`src/rtl/uart_receiver.sv`:
```
// 8N1 UART receiver with a 16x oversampling tick generated from the system clock.
// Mid-bit 3-sample majority voting; the received byte is held under a level valid/ack handshake.
module uart_receiver #(
  parameter int unsigned SYS_CLOCK = 100_000_000
) (
  input  logic       Clk_In,
  input  logic       Reset_In,
  input  logic [2:0] UART_Baud_Rate_Mode_In,
  input  logic       RX_Serial_In,
  input  logic       RX_Ack_In,
  output logic [7:0] RX_Data_Out,
  output logic       RX_Valid_Out,
  output logic       RX_Frame_Error_Out,
  output logic       RX_Overrun_Out,
  output logic       RX_Busy_Out
);

  localparam int unsigned DIV_4800   = SYS_CLOCK / (16 * 4800);
  localparam int unsigned DIV_9600   = SYS_CLOCK / (16 * 9600);
  localparam int unsigned DIV_19200  = SYS_CLOCK / (16 * 19200);
  localparam int unsigned DIV_38400  = SYS_CLOCK / (16 * 38400);
  localparam int unsigned DIV_57600  = SYS_CLOCK / (16 * 57600);
  localparam int unsigned DIV_115200 = SYS_CLOCK / (16 * 115200);
  localparam int unsigned CNT_W      = $clog2(DIV_4800);

  typedef enum logic [2:0] {IDLE, START, DATA, STOP, BREAK_WAIT} state_t;

  state_t           state, state_next;
  logic             rx_meta, rx_sync, rx_prev;
  logic [2:0]       mode_q;
  logic             mode_change;
  logic [CNT_W-1:0] tick_cnt, tick_top;
  logic             tick;
  logic [3:0]       sub_cnt;
  logic [2:0]       bit_idx;
  logic [2:0]       samples;
  logic [7:0]       shift_reg;
  logic             fall, bit_vote, stop_vote, bit_eval, stop_eval, complete, load;

  function automatic logic maj3(input logic a, input logic b, input logic c);
    return (a & b) | (a & c) | (b & c);
  endfunction

  always_ff @(posedge Clk_In or posedge Reset_In) begin
    if (Reset_In) begin
      rx_meta <= 1'b1;
      rx_sync <= 1'b1;
      rx_prev <= 1'b1;
      mode_q  <= '0;
    end else begin
      rx_meta <= RX_Serial_In;
      rx_sync <= rx_meta;
      rx_prev <= rx_sync;
      mode_q  <= UART_Baud_Rate_Mode_In;
    end
  end

  always_comb begin
    tick_top = CNT_W'(DIV_115200 - 1);
    case (mode_q)
      3'b000:  tick_top = CNT_W'(DIV_4800 - 1);
      3'b001:  tick_top = CNT_W'(DIV_9600 - 1);
      3'b010:  tick_top = CNT_W'(DIV_19200 - 1);
      3'b011:  tick_top = CNT_W'(DIV_38400 - 1);
      3'b100:  tick_top = CNT_W'(DIV_57600 - 1);
      default: tick_top = CNT_W'(DIV_115200 - 1);
    endcase
  end

  assign mode_change = (mode_q != UART_Baud_Rate_Mode_In);
  assign fall        = rx_prev & ~rx_sync;
  assign tick        = (state != IDLE) && (tick_cnt == tick_top);
  assign bit_eval    = tick && (sub_cnt == 4'd15);
  assign bit_vote    = maj3(samples[0], samples[1], samples[2]);
  // Stop is voted at the sub-bit-9 tick, so the third sample is the live synchronized line.
  assign stop_vote   = maj3(samples[0], samples[1], rx_sync);
  assign stop_eval   = (state == STOP) && tick && (sub_cnt == 4'd9) && !mode_change;
  assign complete    = stop_eval && stop_vote;
  assign load        = complete && (!RX_Valid_Out || RX_Ack_In);

  always_ff @(posedge Clk_In or posedge Reset_In) begin
    if (Reset_In) begin
      tick_cnt <= '0;
      sub_cnt  <= '0;
    end else if (mode_change || state == IDLE) begin
      tick_cnt <= '0;
      sub_cnt  <= '0;
    end else if (tick) begin
      tick_cnt <= '0;
      sub_cnt  <= sub_cnt + 4'd1;
    end else begin
      tick_cnt <= tick_cnt + CNT_W'(1);
    end
  end

  always_ff @(posedge Clk_In or posedge Reset_In) begin
    if (Reset_In) begin
      samples   <= '0;
      bit_idx   <= '0;
      shift_reg <= '0;
    end else begin
      if (tick && sub_cnt == 4'd7) samples[0] <= rx_sync;
      if (tick && sub_cnt == 4'd8) samples[1] <= rx_sync;
      if (tick && sub_cnt == 4'd9) samples[2] <= rx_sync;
      if (state == IDLE) begin
        bit_idx <= '0;
      end else if (state == DATA && bit_eval) begin
        bit_idx   <= bit_idx + 3'd1;
        shift_reg <= {bit_vote, shift_reg[7:1]};
      end
    end
  end

  always_ff @(posedge Clk_In or posedge Reset_In) begin
    if (Reset_In) state <= IDLE;
    else          state <= state_next;
  end

  always_comb begin
    state_next = state;
    unique case (state)
      IDLE:       if (fall) state_next = START;
      START:      if (bit_eval) state_next = bit_vote ? IDLE : DATA;
      DATA:       if (bit_eval && bit_idx == 3'd7) state_next = STOP;
      STOP:       if (tick && sub_cnt == 4'd9) state_next = stop_vote ? IDLE : BREAK_WAIT;
      BREAK_WAIT: if (rx_sync) state_next = IDLE;
      default:    state_next = IDLE;
    endcase
    if (mode_change) state_next = IDLE;
  end

  // Busy is registered from the state, so it trails the FSM by one clock.
  always_ff @(posedge Clk_In or posedge Reset_In) begin
    if (Reset_In) begin
      RX_Data_Out        <= '0;
      RX_Valid_Out       <= 1'b0;
      RX_Frame_Error_Out <= 1'b0;
      RX_Overrun_Out     <= 1'b0;
      RX_Busy_Out        <= 1'b0;
    end else begin
      RX_Frame_Error_Out <= stop_eval && !stop_vote;
      RX_Overrun_Out     <= complete && !load;
      RX_Busy_Out        <= (state != IDLE);
      if (load) begin
        RX_Data_Out  <= shift_reg;
        RX_Valid_Out <= 1'b1;
      end else if (RX_Ack_In) begin
        RX_Valid_Out <= 1'b0;
      end
    end
  end

endmodule

```
`config.mk`:
```
export PLATFORM = sky130hd
export DESIGN_NAME = uart_receiver
export DESIGN_NICKNAME = d
export VERILOG_FILES = /design/src/rtl/uart_receiver.sv
export SDC_FILE = /design/constraint.sdc
export NUM_CORES = 1
export LEC_CHECK = 0
export BUFFER_PORTS_ARGS = -buffer_cell sky130_fd_sc_hd__buf_2
export CAP_MARGIN = 10
export CORE_MARGIN = 1
export CORE_UTILIZATION = 55
export DETAILED_ROUTE_END_ITERATION = 8
export PLACE_DENSITY = 0.74
export SLEW_MARGIN = 40
export SYNTH_ARGS = -nofsm -noshare
export SYNTH_HDL_FRONTEND = slang
export SYNTH_SLANG_ARGS = --single-unit
```
`constraint.sdc`:
```
create_clock -name Clk_In -period 2.8 [get_ports Clk_In]
set_input_delay 0.28 -clock Clk_In [delete_from_list [all_inputs] [get_ports Clk_In]]
set_output_delay 0.28 -clock Clk_In [all_outputs]
set_load 0.02 [all_outputs]
```
After elaboration in Yosys (flattened, before gate mapping)

Cells that the tools add are included.

Logic and storage cells: 98
Output and inout port bits: 12
Input port bits: 7
Register bits after elaboration: 50

Reduce and logical (&&, ||, !) cells: 28
Equal/unequal tests: 20
Add/subtract/negate cells: 3
Bitwise operators: 12
Muxes and demuxes: 18

Operator list:

| cell                    | count |
|---|---|
| $pmux W11 S5            | 1 |
| $mux W3                 | 9 |
| $mux W11                | 2 |
| $pmux W3 S5             | 1 |
| $logic_and A1 B1 Y1     | 14 |
| $eq A3 B2 Y1 const B    | 4 |
| $eq A4 B4 Y1 const B    | 3 |
| $add A11 B1 Y11 const B | 1 |
| $eq A11 B11 Y1          | 1 |
| $eq A3 B3 Y1 const B    | 3 |
| $ne A3 B3 Y1 const B    | 3 |
| $mux W4                 | 2 |
| $and A1 B1 Y1           | 6 |
| $eq A3 B1 Y1 const B    | 2 |
| $logic_not A3 Y1        | 2 |
| $ne A3 B2 Y1 const B    | 2 |
| $reduce_bool A2 Y1      | 3 |
| $reduce_and A5 Y1       | 1 |
| $add A4 B1 Y4 const B   | 1 |
| $eq A4 B3 Y1 const B    | 1 |
| $logic_not A1 Y1        | 4 |
| $or A1 B1 Y1            | 4 |
| $add A3 B1 Y3 const B   | 1 |
| $ne A3 B3 Y1            | 1 |
| other kinds (6)         | 9 |

Longest topological paths before layout

Word-level depth: 11
Gate-level depth with buffers: 9
Mapped depth without buffers: 8

Worst setup path before layout

No wires, ideal clock.

Path type: register -> register
Start: reg mode_q[2]
End: reg samples[1]
Buffers on the path: 1
Clock period less this slack: 2.462 ns
Arrival time: 2.335 ns
Stages on the path, launching flop included: 8
Library setup time: 0.128 ns
Setup slack: 0.338 ns
Required time: 2.672 ns
Cell sequence: dfrtp_1 -> buf_6 -> or4b_1 -> a211oi_1 -> a221o_2 -> or4b_4 -> nor3_2 -> mux2_1

Cells in the longest elaborated chain, start to end: 5
Elaborated cells between the ends (all ways): 9
Those cells by class: 5 x eq/ne; 1 x mux; 3 x reduce/logical

Ends and longest elaborated chain:

| element                                    | line | RTL |
|---|---|---|
| start: declaration                         | 30   | `logic [2:0] mode_q;` |
| start signal: assignment                   | 54   | `mode_q <= UART_Baud_Rate_Mode_In;` |
| $eq A3 B3 Y1, or another cell as far along | 60   | `case (mode_q)` |
| $pmux W11 S5 *                             | 60   |  |
| $eq A11 B11 Y1 *                           | 72   | `assign tick = (state != IDLE) && (tick_cnt == tick_top);` |
| $logic_and A1 B1 Y1 *                      | 72   |  |
| $logic_and A1 B1 Y1 *                      | 103  | `if (tick && sub_cnt == 4'd8) samples[1] <= rx_sync;` |
| end signal: assignment                     | 103  |  |
| end: declaration                           | 36   | `logic [2:0] samples;` |

Every way passes the cells marked *; elsewhere a longest branch is shown, timed or not.
A chain may end at the register's enable or synchronous reset.

Worst setup path in the final report

Start: reg mode_q[0]
End: reg samples[1]

The elaborated chain is that of the path after synthesis.

==> impl_metrics.csv <==
group,metric,value,unit
synthesis,syn-mean-instance-area,10.6,µm²
placed_design,detailedPlace.worstSlack,0.226,ns
drt,dr_total_vias,1795,
finish,area_of_combinational_cells_with_multiple_inputs,1230,µm²
finish,drive_above_1_share,17.4,%
drt,wire_per_inst,14.6,µm
synthesis,ys_seq_elements,50,
clock_tree,cts-root-to-sink-buffers,2,
clock_tree,clock_tree.root_cell,"clkbuf_8",
synthesis,yosysWarningCount,0,
flow_run,maxCapViolations,0,
floorplanning,design.core.area,4440,µm²
timing,grt_setup_unrepaired,"no",
setup_path,worstPathRequired,2.99,ns
floorplanning,boundaryPins,19,
drt,first_pass_drt_iterations,6,
timing,hold_viol,0,
floorplanning,floorplan.initialDensity,58.4,%
synthesis,synth_net_count,258,
floorplanning,floorplan.die_area,4990,µm²
setup_path,crit-reg2reg-capture,"samples[1]",
global_route,grt_remaining_overflow,0,
finish,largest_register_ff_count,11,
timing,final_critical_path_setup_slack,0.227,ns
run_status,violations,"design-rule violations",
timing,fin_setup_tns,0,ns
timing,timing.slew.headroom,60.2,%
timing,maxClockFrequency,0.389,GHz
clock_tree,cts.htree.levels,2,
setup_path,regToRegSetupSlack,0.23,ns
synthesis,synthesis.area,2590,µm²
timing,final_worst_path_period_need,2.57,ns
synthesis,async_flop_share,100,%
synthesis,synthCells,245,
timing,skew,0.00622,ns
finish,area_delta_synth_final,10.3,%
global_route,grt_util_all_layers,20.7,%
synthesis,synthFlopType,"dfrtp_1",
floorplanning,floorplan.rows,24,
setup_path,endpoint,"samples[1]",
setup_path,cp.arrival,2.77,ns
power_and_ir_drop,max-vdd-ir-drop,282,µV
clock_tree,cts_tree,"yes",
floorplanning,dieHeight,70.7,µm
clock_tree,number_of_hold_buffers_added_after_cts,0,
clock_tree,post-cts-setup-buffers,0,
timing,fin_hold_ws,0.0420,ns
timing,setup_viol,0,
placed_design,detailedPlacementHpwl,3270,µm
global_route,via_count_of_the_first_global_routing_pass,1634,
drt,vias_per_cell,5.66,
clock_tree,tritoncts_num_sinks,50,
setup_path,critPathMaxFanout,15,
floorplanning,die_boundary_width,70.7,µm
drt,ant_nets,0,
placed_design,portBuffers,18,
placed_design,finalWeightedCongestion,0.843,
finish,fillerInstances,356,
setup_path,setup.worst_path.start_class,"flop",
clock_tree,cts_resized,0,
drt,detail_route.drc_violations,4,
setup_path,worst_r2r_path_depth,6,
synthesis,yosysUniqueCellTypes,52,
clock_tree,clk_latency,0.30,ns
run_status,status,"finished, violations left",
clock_tree,cts-buffers-inserted,5,
global_route,grt_max_degree,51,
clock_tree,cts.reportedPaths.clkPinSlew,0.10,ns
power_and_ir_drop,cellLeakagePower,1.33,nW
power_and_ir_drop,cellPowerDensity,505,nW/µm²
drt,detailedRoute.firstIterationViolations,158,
finish,utilization_after_layout,64.4,%
setup_path,critical_path.cell_chain,"or3_1 -> a21oi_1 -> nor2_1 -> or4b_4 -> nor3_2 -> mux2_1",
setup_path,timing_worst_setup_path_type,"flop to flop",
timing,min_period_over_period,91.9,%
global_route,antenna_violations_before_repair,0,
setup_path,cpMaxStageDelayCell,"or4b_4",
synthesis,ys_seq_area_share,48.4,%
synthesis,synth_enable_flop_cells,0,
finish,antennaDiodeCount,0,
timing,max_slew.worst_pin.slew,0.597,ns
finish,seqCellArea,1250,µm²
drt,route.final.wire_length,4620,µm
setup_path,rr_startpoint,"mode_q[0]",
global_route,grt_pass1_wl,8000,µm
hold_path,min-delay-path-class,"primary input to async pin",
timing,slew_violations,0,
setup_path,critical-path-max-stage-delay,0.57,ns
setup_path,cp-end-kind,"flop",
setup_path,critical_path.startpoint,"mode_q[0]",
finish,fin_nets,277,
metrics by stage:
step                total power, mW  area, µm²  instances
finish                         1.44       2860        317
global route                   1.51       2860        317
CTS                            1.46       2860        317
detailed placement            0.935       2740        309
global placement              0.933       2740        309
floorplan                     0.886       2590        245
kinds of logic (layout without fill, tap and decap cells):
| logic type | count (synthesis) | count (layout) | synth area share [%] |
|---|---|---|---|
| compound gates | 32 | 32 | 8.73 |
| fa+ha+maj | 7 | 7 | 3.28 |
| mux | 22 | 22 | 9.46 |
| xor+xnor | 18 | 18 | 6.08 |
| simple gates | 92 | 92 | 19.9 |
| buf+inv | 24 | 44 | 4.20 |
| flops | 50 | 50 | 48.4 |
area by class of cell:
cell class / instances / share of cell area (%)
multi-input cells: 171 / 43.0
clock inverters: 3 / 1.66
inverters: 9 / 1.27
repair buffers: 27 / 5.51
flip-flops and latches: 50 / 43.9
well taps: 52 / 2.27
clock buffers: 5 / 2.41
where the power goes:
part           switching [mW]  internal (mW)  total [mW]
registers              0.0162          0.741       0.757
clock network           0.250          0.273       0.523
logic                   0.108         0.0565       0.165
how the worst min path moves through the flow:
stage | startpoint | endpoint | cells after the start
finish | Reset_In | tick_cnt[1] | 2
floorplan | RX_Serial_In | rx_meta | 0
CTS | Reset_In | RX_Data_Out[2] | 2
global route | RX_Serial_In | rx_meta | 1
global placement | rx_meta | rx_sync | 0
detailed placement | rx_meta | rx_sync | 0
placed cells by master (no fill, tap or decap), types with 4 or more instances in the layout:
cell type / count
xnor2_1: 9
xor2_1: 9
o21ai_0: 4
buf_4: 9
nor2_1: 26
a21oi_1: 7
dfrtp_1: 47
nor3_1: 5
nand3_1: 9
buf_2: 18
inv_1: 8
nor3b_1: 6
nand2_1: 18
ha_1: 6
mux2_1: 20
clkbuf_8: 5
synthesized netlist by cell type (2+ instances only):
library cell   n  area [µm²]
mux2_1        20         225
inv_1          9        33.8
dfrtp_1       47        1180
nand2_1       18        67.6
nor4_1         3        18.8
dfstp_2        3        78.8
buf_2          6        30.0
xor2_1         9        78.8
nor3_1         5        25.0
ha_1           6        75.1
nor2b_1        2        12.5
nand2b_1       3        18.8
nand3_1        9        45.0
nor2_1        26        97.6
clkbuf_1       6        22.5
o31ai_1        2        15.0
nor3b_1        6        45.0
o221ai_1       2        17.5
nand4_1        2        12.5
a211oi_1       3        22.5
o21ai_0        4        20.0
mux2i_1        2        20.0
nor4b_2        2        30.0
nor4b_1        3        26.3
xnor2_1        9        78.8
a31o_1         3        26.3
and3_1         2        12.5
a21oi_1        7        35.0
o21ai_1        3        15.0
per-layer routing:
layer  global-route usage, %  up-vias  wire [µm]
met5                       0        -          0
met1                    30.2      853       2330
met2                    30.7       43       2030
met4                    6.67        0         42
met3                    5.13        5        209
li1                        -      894          -
worst max-delay path, delay by kind of cell (launching register included):
kind | cells | cell delay [ns]
muxes | 1 | 0.34
DFF | 1 | 0.55
and+or+nand+nor | 4 | 1.31
AOI/OAI and AO/OA | 1 | 0.27
Note: power is estimated with default switching activity, not from simulation.
